$ cat src/rtl/cal_sequence_scheduler_if.sv
// Frame-strobe and control bundle between the scheduler, the frame pipeline,
// the calibration engine and the cursor mapper.
interface cal_sequence_scheduler_if;
    logic       req_cal;
    logic       abort;
    logic       frame_valid;
    logic       cal_calibrated;
    logic       start_cal;
    logic       cal_valid;
    logic       run_valid;
    logic [2:0] cue;
    logic [2:0] phase;
    logic       busy;
    logic [1:0] fault_code;

    modport master (
        output req_cal, abort, frame_valid, cal_calibrated,
        input  start_cal, cal_valid, run_valid, cue, phase, busy, fault_code
    );

    modport slave (
        input  req_cal, abort, frame_valid, cal_calibrated,
        output start_cal, cal_valid, run_valid, cue, phase, busy, fault_code
    );
endinterface

$ cat src/rtl/cal_sequence_scheduler.sv
// Four-direction calibration sequencer with settle discard and timeout supervision.
// Optional AUTO_RECAL_EN: recalibrate automatically every RECAL_FRAMES run frames.
module cal_sequence_scheduler #(
    parameter int unsigned CAL_SAMPLES   = 64,
    parameter int unsigned SETTLE_FRAMES = 16,
    parameter int unsigned TIMEOUT_CYC   = 1_000_000,
    parameter int unsigned RECAL_FRAMES  = 65_536
) (
    input logic                     clk,
    input logic                     rst,
    cal_sequence_scheduler_if.slave bus
);
    typedef enum logic [2:0] {
        S_IDLE   = 3'd0,
        S_START  = 3'd1,
        S_SETTLE = 3'd2,
        S_ACQ    = 3'd3,
        S_CHECK  = 3'd4,
        S_RUN    = 3'd5,
        S_FAULT  = 3'd6
    } state_t;

    localparam logic [15:0] SAMP_LAST = 16'(CAL_SAMPLES - 1);
    localparam logic [15:0] SETL_LAST = 16'(SETTLE_FRAMES - 1);
    localparam logic [23:0] TO_LAST   = 24'(TIMEOUT_CYC - 1);
    localparam logic [2:0]  DIR_DOWN  = 3'd4;

    state_t      state_q, state_d;
    logic [2:0]  dir_q, dir_d;
    logic [2:0]  cue_q, cue_d;
    logic [15:0] frm_q, frm_d;
    logic [23:0] to_q, to_d;
    logic [1:0]  sc_q, sc_d;
    logic        restart_q, restart_d;
    logic        start_q, start_d;
    logic [1:0]  fault_q, fault_d;
    logic        busy_q, busy_d;
    logic        go_start;
    logic        timed_out;
    logic        run_v;
    logic        recal_hit;

    assign run_v     = bus.frame_valid && (state_q == S_RUN);
    assign timed_out = !bus.frame_valid && (to_q == TO_LAST);

`ifdef AUTO_RECAL_EN
    localparam logic [31:0] RECAL_LAST = 32'(RECAL_FRAMES - 1);
    logic [31:0] recal_q;

    assign recal_hit = run_v && (recal_q == RECAL_LAST);

    // Held at zero outside RUN, so every entry to RUN starts a fresh count.
    always_ff @(posedge clk or posedge rst) begin
        if (rst)                   recal_q <= '0;
        else if (state_q != S_RUN) recal_q <= '0;
        else if (recal_hit)        recal_q <= '0;
        else if (run_v)            recal_q <= recal_q + 32'd1;
    end
`else
    assign recal_hit = 1'b0 & (RECAL_FRAMES == 0);
`endif

    always_comb begin
        state_d   = state_q;
        dir_d     = dir_q;
        cue_d     = cue_q;
        frm_d     = frm_q;
        sc_d      = sc_q;
        restart_d = restart_q;
        start_d   = 1'b0;
        fault_d   = fault_q;
        go_start  = 1'b0;
        unique case (state_q)
            S_IDLE: begin
                if (bus.req_cal) go_start = 1'b1;
            end
            S_START: begin
                if (bus.abort) begin
                    state_d = S_IDLE;
                end else if (restart_q && sc_q != 2'd2) begin
                    sc_d    = sc_q + 2'd1;
                    start_d = (sc_q == 2'd1);
                end else begin
                    dir_d   = 3'd1;
                    cue_d   = 3'd1;
                    state_d = S_SETTLE;
                end
            end
            S_SETTLE: begin
                if (bus.abort) begin
                    state_d = S_IDLE;
                end else if (SETTLE_FRAMES == 0) begin
                    state_d = S_ACQ;
                end else if (bus.frame_valid) begin
                    if (frm_q == SETL_LAST) state_d = S_ACQ;
                    else frm_d = frm_q + 16'd1;
                end else if (timed_out) begin
                    state_d = S_FAULT;
                    fault_d = 2'd1;
                end
            end
            S_ACQ: begin
                if (bus.abort) begin
                    state_d = S_IDLE;
                end else if (bus.frame_valid) begin
                    if (frm_q != SAMP_LAST) begin
                        frm_d = frm_q + 16'd1;
                    end else if (dir_q < DIR_DOWN) begin
                        dir_d   = dir_q + 3'd1;
                        cue_d   = cue_q + 3'd1;
                        state_d = S_SETTLE;
                    end else begin
                        cue_d   = 3'd0;
                        state_d = S_CHECK;
                    end
                end else if (timed_out) begin
                    state_d = S_FAULT;
                    fault_d = 2'd1;
                end
            end
            S_CHECK: begin
                if (bus.abort) begin
                    state_d = S_IDLE;
                end else if (bus.cal_calibrated) begin
                    state_d = S_RUN;
                end else if (timed_out) begin
                    state_d = S_FAULT;
                    fault_d = 2'd2;
                end
            end
            S_RUN: begin
                if (bus.req_cal || recal_hit) go_start = 1'b1;
            end
            S_FAULT: begin
                if (bus.abort) state_d = S_IDLE;
                else if (bus.req_cal) go_start = 1'b1;
            end
            default: state_d = S_IDLE;
        endcase

        // An engine already reporting calibrated gets a second start pulse.
        if (go_start) begin
            state_d   = S_START;
            start_d   = 1'b1;
            restart_d = bus.cal_calibrated;
            sc_d      = 2'd0;
        end
        if (state_d != state_q) frm_d = '0;
        if (state_d == S_IDLE || state_d == S_FAULT) cue_d = 3'd0;
        if (state_d == S_IDLE) dir_d = 3'd0;
        if (state_q == S_FAULT && state_d != S_FAULT) fault_d = 2'd0;

        if (state_d != state_q || bus.frame_valid) to_d = '0;
        else if (state_q == S_SETTLE || state_q == S_ACQ
                 || state_q == S_CHECK) to_d = to_q + 24'd1;
        else to_d = '0;

        busy_d = (state_d == S_START) || (state_d == S_SETTLE)
              || (state_d == S_ACQ)   || (state_d == S_CHECK);
    end

    always_ff @(posedge clk or posedge rst) begin
        if (rst) begin
            state_q   <= S_IDLE;
            dir_q     <= '0;
            cue_q     <= '0;
            frm_q     <= '0;
            to_q      <= '0;
            sc_q      <= '0;
            restart_q <= 1'b0;
            start_q   <= 1'b0;
            fault_q   <= '0;
            busy_q    <= 1'b0;
        end else begin
            state_q   <= state_d;
            dir_q     <= dir_d;
            cue_q     <= cue_d;
            frm_q     <= frm_d;
            to_q      <= to_d;
            sc_q      <= sc_d;
            restart_q <= restart_d;
            start_q   <= start_d;
            fault_q   <= fault_d;
            busy_q    <= busy_d;
        end
    end

    assign bus.start_cal  = start_q;
    assign bus.cal_valid  = bus.frame_valid && (state_q == S_ACQ);
    assign bus.run_valid  = run_v;
    assign bus.cue        = cue_q;
    assign bus.phase      = state_q;
    assign bus.busy       = busy_q;
    assign bus.fault_code = fault_q;
endmodule

$ cat src/flat_wrapper.sv
// flat-port wrapper written by rule: the top's interface ports become plain ports
module cal_sequence_scheduler_flat 
#(
    parameter int unsigned CAL_SAMPLES   = 64,
    parameter int unsigned SETTLE_FRAMES = 16,
    parameter int unsigned TIMEOUT_CYC   = 1_000_000,
    parameter int unsigned RECAL_FRAMES  = 65_536
)
  (clk, rst, bus_req_cal, bus_abort, bus_frame_valid, bus_cal_calibrated, bus_start_cal, bus_cal_valid, bus_run_valid, bus_cue, bus_phase, bus_busy, bus_fault_code);
  cal_sequence_scheduler_if bus_i ();
  input logic clk;
  input logic rst;
  input wire logic [$bits(bus_i.req_cal)-1:0] bus_req_cal;
  input wire logic [$bits(bus_i.abort)-1:0] bus_abort;
  input wire logic [$bits(bus_i.frame_valid)-1:0] bus_frame_valid;
  input wire logic [$bits(bus_i.cal_calibrated)-1:0] bus_cal_calibrated;
  output wire logic [$bits(bus_i.start_cal)-1:0] bus_start_cal;
  output wire logic [$bits(bus_i.cal_valid)-1:0] bus_cal_valid;
  output wire logic [$bits(bus_i.run_valid)-1:0] bus_run_valid;
  output wire logic [$bits(bus_i.cue)-1:0] bus_cue;
  output wire logic [$bits(bus_i.phase)-1:0] bus_phase;
  output wire logic [$bits(bus_i.busy)-1:0] bus_busy;
  output wire logic [$bits(bus_i.fault_code)-1:0] bus_fault_code;
  assign bus_i.req_cal = bus_req_cal;
  assign bus_i.abort = bus_abort;
  assign bus_i.frame_valid = bus_frame_valid;
  assign bus_i.cal_calibrated = bus_cal_calibrated;
  assign bus_start_cal = bus_i.start_cal;
  assign bus_cal_valid = bus_i.cal_valid;
  assign bus_run_valid = bus_i.run_valid;
  assign bus_cue = bus_i.cue;
  assign bus_phase = bus_i.phase;
  assign bus_busy = bus_i.busy;
  assign bus_fault_code = bus_i.fault_code;
  cal_sequence_scheduler #(.CAL_SAMPLES(CAL_SAMPLES), .SETTLE_FRAMES(SETTLE_FRAMES), .TIMEOUT_CYC(TIMEOUT_CYC), .RECAL_FRAMES(RECAL_FRAMES)) u_core (.clk(clk), .rst(rst), .bus(bus_i));
endmodule
$ cat config.mk
export PLATFORM = sky130hd
export DESIGN_NAME = cal_sequence_scheduler_flat
export DESIGN_NICKNAME = d
export VERILOG_FILES = /design/src/rtl/cal_sequence_scheduler_if.sv /design/src/rtl/cal_sequence_scheduler.sv /design/src/flat_wrapper.sv
export SDC_FILE = /design/constraint.sdc
export NUM_CORES = 1
export LEC_CHECK = 0
export CAP_MARGIN = 30
export CORE_ASPECT_RATIO = 1.25
export CORE_MARGIN = 1.5
export CORE_UTILIZATION = 25
export DETAILED_ROUTE_END_ITERATION = 10
export PLACE_DENSITY = 0.52
export SYNTH_ARGS = -nofsm -noshare
export SYNTH_HDL_FRONTEND = slang
export SYNTH_SLANG_ARGS = --single-unit
$ cat constraint.sdc
create_clock -name clk -period 2.7 [get_ports clk]
set_input_delay 0.54 -clock clk [delete_from_list [all_inputs] [get_ports clk]]
set_output_delay 0.54 -clock clk [all_outputs]
set_load 0.01 [all_outputs]
==> flow_metrics.tcl <==
set metrics [dict create \
    synth_seq_area_share 0.383 \
    path_max_fanout 29 \
    power_leakage_nw 1.66 \
    start_util 0.255 \
    gp_congestion 0.844 \
    drc_errors 0 \
    critPathBufInv 2 \
    synth_edf_count 0 \
    cp-end-kind "flip-flop" \
    final_antenna_net_count 0 \
    cts.hold.buffers_added 0 \
    grt_util_met3 0.0206 \
    critPathLaunchType "input pin" \
    run_status "finished clean" \
    crit_type "input pin to flip-flop" \
    required_ns 2.88 \
    dieArea_um2 15400 \
    synth_cell_type_count 59 \
    gr-total-overflow 0 \
    core-area_um2 14300 \
    antenna_cells 0 \
    synth_area_per_cell_um2 9.69 \
    nFillCells 1502 \
    yosysWarnings 0 \
    fin_skew_ns 0.00794 \
    critPathTopFamily "simple AND/OR/NAND/NOR gates" \
    drt_iter0_markers 119 \
    p_sw_frac 0.352 \
    gr-max-usage-layer "met2" \
    io_pins 18 \
    netlist_area_um2 3660 \
    place_ws_ns -0.228 \
    grt_util_all_layers 0.125 \
    wire_per_inst_um 15.3 \
    syn2layout_area_growth_pct 23.3 \
    synth_nets 390 \
    insertion_delay_ns 0.30 \
    fin_crit_sh 0.959 \
    antenna_found_initial 0 \
    globalRouteMet1Util 0.151 \
    cp_cell_sequence "clkdlybuf4s50_1, nor3_1, nand4_1, or3_1, o32a_1, o221ai_4, buf_12, nor4_1" \
    clk_pin_slew_ns 0.08 \
    port-buffer-count 17 \
    p_switching_mw 0.956 \
    first_pass_iters 4 \
    p_seq_frac 0.346 \
    die_w_um 111 \
    synth_ff_type "dfrtp_1" \
    dr_total_vias 3053 \
    grt_pass1_vias 3207 \
    hold_viol 0 \
    cp.arrival_ns 2.76 \
    netlist_instances 378 \
    ys_ff_latch 56 \
    grt_max_degree 30 \
    grt_pass1_wl_mm 15.9 \
    dp_hpwl_mm 6.84 \
    internal-power_mw 1.76 \
    rows 49 \
    cts_tree "built" \
    p_total_mw 2.71 \
    worst_pin_slew_ns 0.511 \
    p_comb_frac 0.370 \
    final_util 0.315 \
    fin_area_um2 4520 \
    cts_buffers 5 \
    postCtsSetupRepairBufs 0 \
    fmax_mhz 386 \
    max_stage_delay_ns 0.46 \
    dieHeight_um 138 \
    slew_headroom 0.659 \
    wl_mm 9.28 \
    async_flop_share 1.00 \
    ir_drop_v 0.000290 \
    power_density_nw_per_um2 601 \
    use_met2 0.227 \
    place_area_um2 4330 \
    period_needed_ns 2.59 \
    hold_ws_ns 0.507 \
    critPathSlowestCell "clkdlybuf4s50_1" \
    nNetsFinal 440 \
    drive_gt1_frac 0.228 \
    clockBufferDepth 2 \
    htree_levels 2 \
    numClockSinks 56 \
    slew_violations 0 \
    worst_slack_ns 0.112 \
    pwr-share-clk 0.285 \
    ctsResizeCount 0 \
    hold_class "flip-flop to flip-flop" \
    grt_setup_unrepaired "yes" \
    drv_cap 0 \
    viasPerCell 5.03 \
    cts-root-buf "clkbuf_16" \
    layout.cells.most_common_list "dfrtp_1 (56), buf_4 (43), xnor2_1 (32)" \
    final_common_cell "dfrtp_1" \
    setup_viol 0 \
]
-- routing by layer --
| layer | vias to the layer above | part of all wire |
|---|---|---|
| met5 | - | 0 |
| met4 | 0 | 0.012 |
| li1 | 1488 | - |
| met3 | 7 | 0.022 |
| met1 | 1528 | 0.45 |
| met2 | 30 | 0.52 |
-- through the flow --
step | cells | TNS [ns]
5_1_grt | 607 | -0.00797
3_5_place_dp | 599 | -8.82
4_1_cts | 607 | 0
3_3_place_gp | 599 | -7.86
6_report | 607 | 0
2_1_floorplan | 378 | 0
-- sequential cells by signal, indices dropped and copies added (netlist names) --
signal                 count
u_core.frm_q              16
u_core.bus.start_cal       1
u_core.bus.phase           3
u_core.bus.cue             3
u_core.bus.fault_code      2
u_core.dir_q               3
u_core.to_q               24
u_core.bus.busy            1
u_core.restart_q           1
u_core.sc_q                2
-- worst paths after layout --
| check | cells past startpoint | end | slack (ns) | startpoint |
|---|---|---|---|---|
| max | 8 | u_core.to_q[4] | 0.11 | bus_frame_valid |
| min | 1 | u_core.restart_q | 0.51 | u_core.restart_q |
| max reg2reg | 7 | u_core.to_q[4] | 0.20 | u_core.to_q[7] |
| min reg2reg | 1 | u_core.restart_q | 0.51 | u_core.restart_q |
| max in group asynchronous | 3 | u_core.bus.cue[2] | 1.46 | rst |
| min in group asynchronous | 2 | u_core.to_q[4] | 0.58 | rst |
-- Yosys cell counts (3+ instances only) --
| cell type | instances | area (um^2) |
|---|---|---|
| a211oi_1 | 3 | 22.5 |
| a21oi_1 | 10 | 50.1 |
| and2_1 | 4 | 25.0 |
| and3_1 | 9 | 56.3 |
| buf_2 | 10 | 50.1 |
| buf_6 | 4 | 45.0 |
| clkbuf_1 | 4 | 15.0 |
| dfrtp_1 | 56 | 1400 |
| ha_1 | 6 | 75.1 |
| inv_1 | 16 | 60.1 |
| mux2i_1 | 3 | 30.0 |
| nand2_1 | 22 | 82.6 |
| nand2b_1 | 3 | 18.8 |
| nand3_1 | 17 | 85.1 |
| nand4_1 | 10 | 62.6 |
| nor2_1 | 31 | 116 |
| nor2b_1 | 7 | 43.8 |
| nor3_1 | 17 | 85.1 |
| nor3b_1 | 5 | 37.5 |
| nor4_1 | 15 | 93.8 |
| nor4_2 | 31 | 388 |
| nor4b_1 | 3 | 26.3 |
| o21ai_0 | 10 | 50.1 |
| or3_1 | 3 | 18.8 |
| xnor2_1 | 32 | 280 |
| xor2_1 | 8 | 70.1 |
-- cell type report --
cell class                      instances  area [um^2]  area share
Timing Repair Buffer                   63          556       0.123
Multi-Input combinational cell        286         2110       0.467
Clock inverter                          2         38.8     0.00859
Clock buffer                            6          129      0.0285
Sequential cell                        56         1400       0.310
Tap cell                              178          223      0.0493
Inverter                               16         60.1      0.0133
-- power by group through the flow --
| stage | Combinational (mW) | Sequential, mW | Clock (mW) |
|---|---|---|---|
| 2_1_floorplan | 0.577 | 0.945 | 0 |
| 3_3_place_gp | 0.985 | 0.953 | 0 |
| 3_5_place_dp | 1.00 | 0.956 | 0 |
| 4_1_cts | 1.00 | 0.939 | 0.801 |
| 5_1_grt | 1.09 | 0.950 | 0.827 |
| 6_report | 1.00 | 0.938 | 0.772 |
-- cells by family (layout without fill, tap and decap cells) --
group | after synthesis | in the layout | synth area share
buf+inv | 36 | 87 | 0.0495
mux | 5 | 5 | 0.0150
xor+xnor | 40 | 40 | 0.0956
simple gates | 184 | 184 | 0.330
fa+ha+maj | 7 | 7 | 0.0232
compound gates | 50 | 50 | 0.104
flops | 56 | 56 | 0.383
No activity file was read; power rests on OpenSTA's default activity.
